$ cat config.mk
export PLATFORM = sky130hd
export DESIGN_NAME = uart_transmitter
export DESIGN_NICKNAME = d
export VERILOG_FILES = /design/src/rtl/uart_transmitter.sv
export SDC_FILE = /design/constraint.sdc
export NUM_CORES = 1
export LEC_CHECK = 0
export CAP_MARGIN = 20
export CORE_AREA = 10 10 99 101
export DETAILED_ROUTE_END_ITERATION = 7
export DIE_AREA = 0 0 109 111
export PLACE_DENSITY_LB_ADDON = 0.25
export SYNTH_ARGS = -nofsm -noshare
export SYNTH_HDL_FRONTEND = slang
export SYNTH_SLANG_ARGS = --single-unit
$ cat constraint.sdc
create_clock -name clk_i -period 7.9 [get_ports clk_i]
set_clock_uncertainty 0.1 [all_clocks]
set_input_delay 1.58 -clock clk_i [delete_from_list [all_inputs] [get_ports clk_i]]
set_output_delay 1.58 -clock clk_i [all_outputs]
set_load 0.05 [all_outputs]
$ cat src/rtl/uart_transmitter.sv
// uart_transmitter: 8N1 UART transmitter with a small byte FIFO.
// Bytes are accepted over a valid/ready handshake and sent LSB-first on tx_serial_o.
// The bit period comes from clks_per_bit_i and is captured at the start of each frame.
// Optional macro UART_TX_PARITY_EN adds parity_odd_i and a parity bit before the stop bit.
`timescale 1ns/1ps
module uart_transmitter #(
    parameter int FIFO_DEPTH = 4
) (
    input  logic                        clk_i,
    input  logic                        rst_ni,
    input  logic [15:0]                 clks_per_bit_i,
    input  logic                        tx_valid_i,
    input  logic [7:0]                  tx_byte_i,
`ifdef UART_TX_PARITY_EN
    input  logic                        parity_odd_i,
`endif
    output logic                        tx_ready_o,
    output logic                        tx_serial_o,
    output logic                        tx_active_o,
    output logic                        tx_done_o,
    output logic [$clog2(FIFO_DEPTH):0] fifo_level_o
);
    localparam int AW = $clog2(FIFO_DEPTH);

    typedef enum logic [2:0] {
        S_IDLE,
        S_START,
        S_DATA,
`ifdef UART_TX_PARITY_EN
        S_PARITY,
`endif
        S_STOP
    } state_t;

    logic [7:0]  r_mem [FIFO_DEPTH];
    logic [AW:0] r_wptr, r_rptr;
    logic        w_full, w_empty, w_push, w_pop, w_load, w_last, w_tx_n;
    logic [7:0]  w_head;
    logic [15:0] w_eff_period;

    state_t      r_state, w_state_n;
    logic [15:0] r_cnt, w_cnt_n, r_period, w_period_n;
    logic [2:0]  r_idx, w_idx_n;
    logic [7:0]  r_shift, w_shift_n;
    logic        r_tx;
`ifdef UART_TX_PARITY_EN
    logic        r_par, w_par_n;
`endif

    // Pointers are one bit wider than the index: equal MSBs mean empty, differing MSBs mean full.
    assign w_empty      = (r_wptr == r_rptr);
    assign w_full       = (r_wptr[AW] != r_rptr[AW]) && (r_wptr[AW-1:0] == r_rptr[AW-1:0]);
    assign w_push       = tx_valid_i & ~w_full;
    assign w_head       = r_mem[r_rptr[AW-1:0]];
    assign tx_ready_o   = ~w_full;
    assign fifo_level_o = r_wptr - r_rptr;

    // Periods below 2 are clamped so every bit lasts at least two cycles.
    assign w_eff_period = (clks_per_bit_i < 16'd2) ? 16'd2 : clks_per_bit_i;
    assign w_last       = (r_cnt == r_period - 16'd1);

    assign tx_serial_o  = r_tx;
    assign tx_active_o  = (r_state != S_IDLE);
    assign tx_done_o    = (r_state == S_STOP) && w_last;

    // FIFO storage write; contents need no reset because the pointers gate validity.
    always_ff @(posedge clk_i) begin
        if (w_push) r_mem[r_wptr[AW-1:0]] <= tx_byte_i;
    end

    // FIFO pointer update.
    always_ff @(posedge clk_i or negedge rst_ni) begin
        if (!rst_ni) begin
            r_wptr <= '0;
            r_rptr <= '0;
        end else begin
            if (w_push) r_wptr <= r_wptr + 1'b1;
            if (w_pop)  r_rptr <= r_rptr + 1'b1;
        end
    end

    // FSM and datapath registers; the line register drives the pin directly.
    always_ff @(posedge clk_i or negedge rst_ni) begin
        if (!rst_ni) begin
            r_state  <= S_IDLE;
            r_cnt    <= '0;
            r_idx    <= '0;
            r_shift  <= '0;
            r_period <= 16'd2;
            r_tx     <= 1'b1;
`ifdef UART_TX_PARITY_EN
            r_par    <= 1'b0;
`endif
        end else begin
            r_state  <= w_state_n;
            r_cnt    <= w_cnt_n;
            r_idx    <= w_idx_n;
            r_shift  <= w_shift_n;
            r_period <= w_period_n;
            r_tx     <= w_tx_n;
`ifdef UART_TX_PARITY_EN
            r_par    <= w_par_n;
`endif
        end
    end

    // Next-state logic; the line value is derived from the next state so it changes on the same edge.
    always_comb begin
        w_state_n  = r_state;
        w_cnt_n    = r_cnt;
        w_idx_n    = r_idx;
        w_shift_n  = r_shift;
        w_period_n = r_period;
        w_pop      = 1'b0;
        w_load     = 1'b0;
`ifdef UART_TX_PARITY_EN
        w_par_n    = r_par;
`endif
        case (r_state)
            S_IDLE: begin
                if (!w_empty) w_load = 1'b1;
            end
            S_START: begin
                if (w_last) begin
                    w_cnt_n   = '0;
                    w_idx_n   = '0;
                    w_state_n = S_DATA;
                end else begin
                    w_cnt_n = r_cnt + 16'd1;
                end
            end
            S_DATA: begin
                if (w_last) begin
                    w_cnt_n   = '0;
                    w_shift_n = {1'b0, r_shift[7:1]};
                    w_idx_n   = r_idx + 3'd1;
                    if (r_idx == 3'd7) begin
`ifdef UART_TX_PARITY_EN
                        w_state_n = S_PARITY;
`else
                        w_state_n = S_STOP;
`endif
                    end
                end else begin
                    w_cnt_n = r_cnt + 16'd1;
                end
            end
`ifdef UART_TX_PARITY_EN
            S_PARITY: begin
                if (w_last) begin
                    w_cnt_n   = '0;
                    w_state_n = S_STOP;
                end else begin
                    w_cnt_n = r_cnt + 16'd1;
                end
            end
`endif
            S_STOP: begin
                if (w_last) begin
                    w_cnt_n = '0;
                    if (!w_empty) w_load = 1'b1;
                    else          w_state_n = S_IDLE;
                end else begin
                    w_cnt_n = r_cnt + 16'd1;
                end
            end
            default: w_state_n = S_IDLE;
        endcase

        // Frame start from IDLE or straight out of a stop bit: pop, re-latch period.
        if (w_load) begin
            w_pop      = 1'b1;
            w_shift_n  = w_head;
            w_period_n = w_eff_period;
            w_cnt_n    = '0;
            w_state_n  = S_START;
`ifdef UART_TX_PARITY_EN
            w_par_n    = (^w_head) ^ parity_odd_i;
`endif
        end

        case (w_state_n)
            S_START:  w_tx_n = 1'b0;
            S_DATA:   w_tx_n = w_shift_n[0];
`ifdef UART_TX_PARITY_EN
            S_PARITY: w_tx_n = w_par_n;
`endif
            default:  w_tx_n = 1'b1;
        endcase
    end
endmodule

=== After elaboration in Yosys (flattened, before gate mapping) ===
Memories as Yosys holds them, arrays and structs flattened.
Cells that the tools add are included.

* Bits in registers: 53
* RAM bits: 32
* Output and inout bits: 7
* Word-level logic and storage cells: 66
* Memories kept: 1

{| class="wikitable"
|+ Memory list
! memory !! depth !! bits a word !! rd ports !! clocked after memory_dff !! wr ports !! line !! source
|-
| r_mem || 4 || 8 || 1 || 0 || 1 || 35 || <nowiki>logic [7:0] r_mem [FIFO_DEPTH];</nowiki>
|}

* Add/sub/neg operators: 6
* Order comparisons: 1
* Equal/unequal tests: 12
* Muxes and demuxes: 24
* Bitwise operators: 2
* Reductions and logical operators: 11

{| class="wikitable"
|+ Operators by type and width
! operator !! count
|-
| $mux W16 || 4
|-
| $mux W3 || 8
|-
| $mux W8 || 3
|-
| $add A16 B1 Y16 const B || 1
|-
| $eq A16 B16 Y1 || 1
|-
| $lt A16 B2 Y1 const B || 1
|-
| $sub A16 B1 Y16 const B || 1
|-
| $pmux W3 S4 || 1
|-
| $add A3 B1 Y3 const B || 3
|-
| $eq A3 B2 Y1 const B || 3
|-
| $reduce_bool A2 Y1 || 4
|-
| $eq A3 B1 Y1 const B || 2
|-
| $pmux W3 S2 || 1
|-
| $mux W1 || 5
|-
| $ne A2 B2 Y1 const B || 2
|-
| $pmux W1 S2 || 2
|-
| $eq A3 B3 Y1 || 1
|-
| $eq A3 B3 Y1 const B || 1
|-
| $logic_not A3 Y1 || 1
|-
| $reduce_and A3 Y1 || 1
|-
| $reduce_bool A3 Y1 || 1
|-
| $reduce_or A3 Y1 || 1
|-
| $sub A3 B3 Y3 || 1
|-
| $eq A2 B2 Y1 || 1
|-
| other kinds (5) || 6
|}

=== Longest topological paths before layout ===
* Word-level depth: 7
* Depth in mapped cells: 14

=== Worst setup path before layout ===
OpenSTA, ideal clock, no wires.

* Path kind: register to output
* From: reg r_period[0]
* To: out tx_done_o
* Arrival time: 3316 ps
* Required time: 6220 ps
* Slack: 2904 ps
* Cell stages (with the launch flop): 10
* Path buffers: 1
* Path through: dfrtp_1 -> inv_1 -> ha_1 -> or4b_4 -> or3_4 -> a2111o_1 -> nor4_2 -> clkbuf_1 -> nand2_1 -> nor2_1

* Word-level cells in the longest chain between the ends: 3

{| class="wikitable"
|+ Ends and longest elaborated chain
! what !! line !! source
|-
| from (decl) || 42 || <nowiki>logic [15:0] r_cnt, w_cnt_n, r_period, w_period_n;</nowiki>
|-
| from (signal assigned) || 99 || <nowiki>r_period <= w_period_n;</nowiki>
|-
| $sub A16 B1 Y16 || 60 || <nowiki>assign w_last = (r_cnt == r_period - 16'd1);</nowiki>
|-
| $eq A16 B16 Y1 || 60 ||
|-
| $logic_and A1 B1 Y1 || 64 || <nowiki>assign tx_done_o = (r_state == S_STOP) && w_last;</nowiki>
|-
| to (decl) || 20 || <nowiki>output logic tx_done_o,</nowiki>
|}

Every way passes these cells.

=== Final worst setup path ===
Same ends and word-level chain as after synthesis.

==> results.json <==
{
  "timing.rr.start": "r_period[0]$_DFFE_PN0N_",
  "route.detailed.drc": 0,
  "rsz0062_at_grt": "false",
  "ctsRootBufferMaster": "clkbuf_8",
  "path_cells": "inv_1 > ha_1 > or4b_4 > or3_4 > a2111o_1 > nor4_2 > buf_4 > nand2_1 > nor2_1 > clkdlybuf4s50_1",
  "antenna_found_initial": 0,
  "grt_pass1_vias": 3349,
  "grt_use_total_pct": 16.3,
  "worstPathRequired_ns": 6.22,
  "ys_seq_elements": 85,
  "nNetsFinal": 472,
  "arrival_ns": 4.23,
  "synth_edf_count": 32,
  "avgSynthCellArea_um2": 11.3,
  "synth_top_cell_area_share_pct": 28.1,
  "hold_path_depth": 1,
  "cp_max_fo": 8,
  "cts_tree": "yes",
  "row_count": 33,
  "outcome": "finished, final reports clean",
  "dpl.hpwl_um": 6720,
  "htree_num_levels": 3,
  "final.setup.tns_ns": 0,
  "synth_largest_area_cell": "dfrtp_1",
  "cts.path.max_buffers": 2,
  "post-cts-setup-buffers": 0,
  "syn_area_mm2": 0.00455,
  "synth-async-reset-ratio_pct": 62.4,
  "fp.dieW_um": 109,
  "path_clk_slew_ns": 0.10,
  "drive_gt1_share_pct": 10.7,
  "diodes": 0,
  "drtIter0Drc": 201,
  "core_mm2": 0.00797,
  "finalCritPeriodShare_pct": 74.8,
  "max_slew.worst_pin.slew_ns": 1.02,
  "synthesis.nets": 443,
  "ff2ff_path_depth": 8,
  "timing.max_cap.violations": 0,
  "p_leak_nw": 1.97,
  "yosys_warnings": 0,
  "globalplace.congestion": 0.844,
  "grt_pass1_wl_um": 16200,
  "finalSetupViolations": 0,
  "grt-ovfl-total": 0,
  "synth_cell_type_count": 57,
  "wl_per_cell_um": 17.2,
  "portBuffers": 33,
  "grt_max_degree": 54,
  "power_density_mw_per_mm2": 346,
  "slowest_stage": "clkdlybuf4s50_1",
  "clk_latency_ns": 0.36,
  "syn-instance-count": 404,
  "synth_ff_type": "dfrtp_1",
  "placed_cell_area_mm2": 0.00492,
  "viasPerCell": 6.07,
  "r2r_slack_ns": 3.79,
  "relSlewSlack_pct": 32.0,
  "worstSetupPathType": "register to primary output",
  "drv_slew": 0,
  "start_kind": "register",
  "timing.rr.end": "r_period[2]$_DFFE_PN0N_",
  "numCtsBuffers": 9,
  "ctsHoldBuffers": 0,
  "peakVddDrop_v": 0.000489,
  "cts.sink_count": 85,
  "hold_violations": 0,
  "final_area_mm2": 0.00513,
  "n_fill_cell": 618,
  "final_cell_mix": "dfrtp_1, clkdlybuf4s50_1, edfxtp_1",
  "post-route-min-period_ns": 5.91,
  "register_area_mm2": 0.00229,
  "synth_area_leaders": "dfrtp_1, edfxtp_1, mux4_2",
  "cts.repair.resized": 0,
  "min_path_type": "register to register",
  "min_to": "r_shift[4]$_DFFE_PN0P_",
  "ys_seq_area_share_pct": 50.4,
  "clock.fmax_ghz": 0.169,
  "die-height_um": 111,
  "ant_nets": 0,
  "final_common_cell": "dfrtp_1",
  "initial_core_util_pct": 57.0,
  "die_area_mm2": 0.0121,
  "cp_slowest_stage_delay_ns": 0.82,
  "fin_total_pwr_mw": 1.77,
  "num_vias": 3297,
  "wirelength_um": 9350,
  "syn_to_final_growth_pct": 12.8,
  "dr.pass1.iters": 5,
  "endpoint_kind": "primary output",
  "ios": 34,
  "multiInputGateArea_mm2": 0.00211,
  "hp-start": "r_shift[4]$_DFFE_PN0P_"
}
==> where the power goes <==
part	switching, mW	internal (mW)
Combinational	0.429	0.311
Clock	0.178	0.125
Sequential	0.139	0.590
Total	0.746	1.03
==> how the worst max path moves through the flow <==
| stage | start | to | slack, ns | depth (start not counted) |
|---|---|---|---|---|
| floorplan | r_period[0]$_DFFE_PN0N_ | tx_done_o | 2.90 | 9 |
| detailed placement | r_period[0]$_DFFE_PN0N_ | tx_done_o | 2.20 | 9 |
| global route | r_period[0]$_DFFE_PN0N_ | tx_done_o | 1.76 | 10 |
| CTS | r_period[0]$_DFFE_PN0N_ | tx_done_o | 1.80 | 9 |
| global placement | r_period[0]$_DFFE_PN0N_ | tx_done_o | 2.23 | 9 |
| finish | r_period[0]$_DFFE_PN0N_ | tx_done_o | 1.99 | 10 |
==> flip-flops by register name, summed over array words and instances, names as in the netlist <==
signal	count
r_state	3
r_mem	32
r_rptr	3
tx_serial_o	1
r_wptr	3
r_cnt	16
r_period	16
r_idx	3
r_shift	8
==> stage by stage <==
stage | hold slack, ns | setup WS [ns] | instances | util (%)
after CTS | 0.391 | 1.80 | 542 | 64.2
after detailed placement | 0.368 | 2.20 | 526 | 61.7
after global routing | 0.418 | 1.76 | 543 | 64.3
final | 0.394 | 1.99 | 543 | 64.3
after global placement | 0.361 | 2.23 | 526 | 61.7
after floorplan | 0.350 | 2.90 | 404 | -
==> routing by layer <==
metal / GRT usage [%] / routed length [um] / share of wire [%]
met4: 5.10 / 103 / 1.1
met5: 0 / 0 / 0
met1: 21.1 / 4060 / 43
met3: 3.31 / 517 / 5.5
met2: 26.5 / 4680 / 50
==> kinds of logic after synthesis <==
kind of cell    after synthesis  synth area share (%)
other cells                   1                0.0825
fa+ha+maj                    12                  3.47
buf+inv                      31                  3.17
xor+xnor                     25                  4.82
compound gates               89                  12.7
mux                          27                  8.48
simple gates                134                  16.9
flops                        85                  50.4
==> Yosys cell counts (all sizes together), types with 9 or more instances <==
cell / count
nor4: 11
inv: 14
ha: 11
nand3: 11
xor2: 14
nor2: 18
nand2: 30
a21oi: 28
and3: 9
mux2: 12
buf: 10
o21ai: 19
edfxtp: 32
dfrtp: 51
xnor2: 11
==> worst max-delay path, delay by kind of cell, from the launching register on <==
kind	cells	cell delay [ns]
AOI/OAI and AO/OA	1	0.49
adders and majority gates	1	0.25
buffers and inverters	3	1.17
DFF	1	0.42
and+or+nand+nor	5	1.57
==> cell type report <==
cell class,count,share of cell area [%]
well taps,105,2.56
repair buffers,35,6.64
clock buffers,9,2.42
clock inverters,7,1.46
inverters,14,1.03
multi-input cells,288,41.2
flip-flops and latches,85,44.7
No activity file was read; power rests on OpenSTA's default activity.
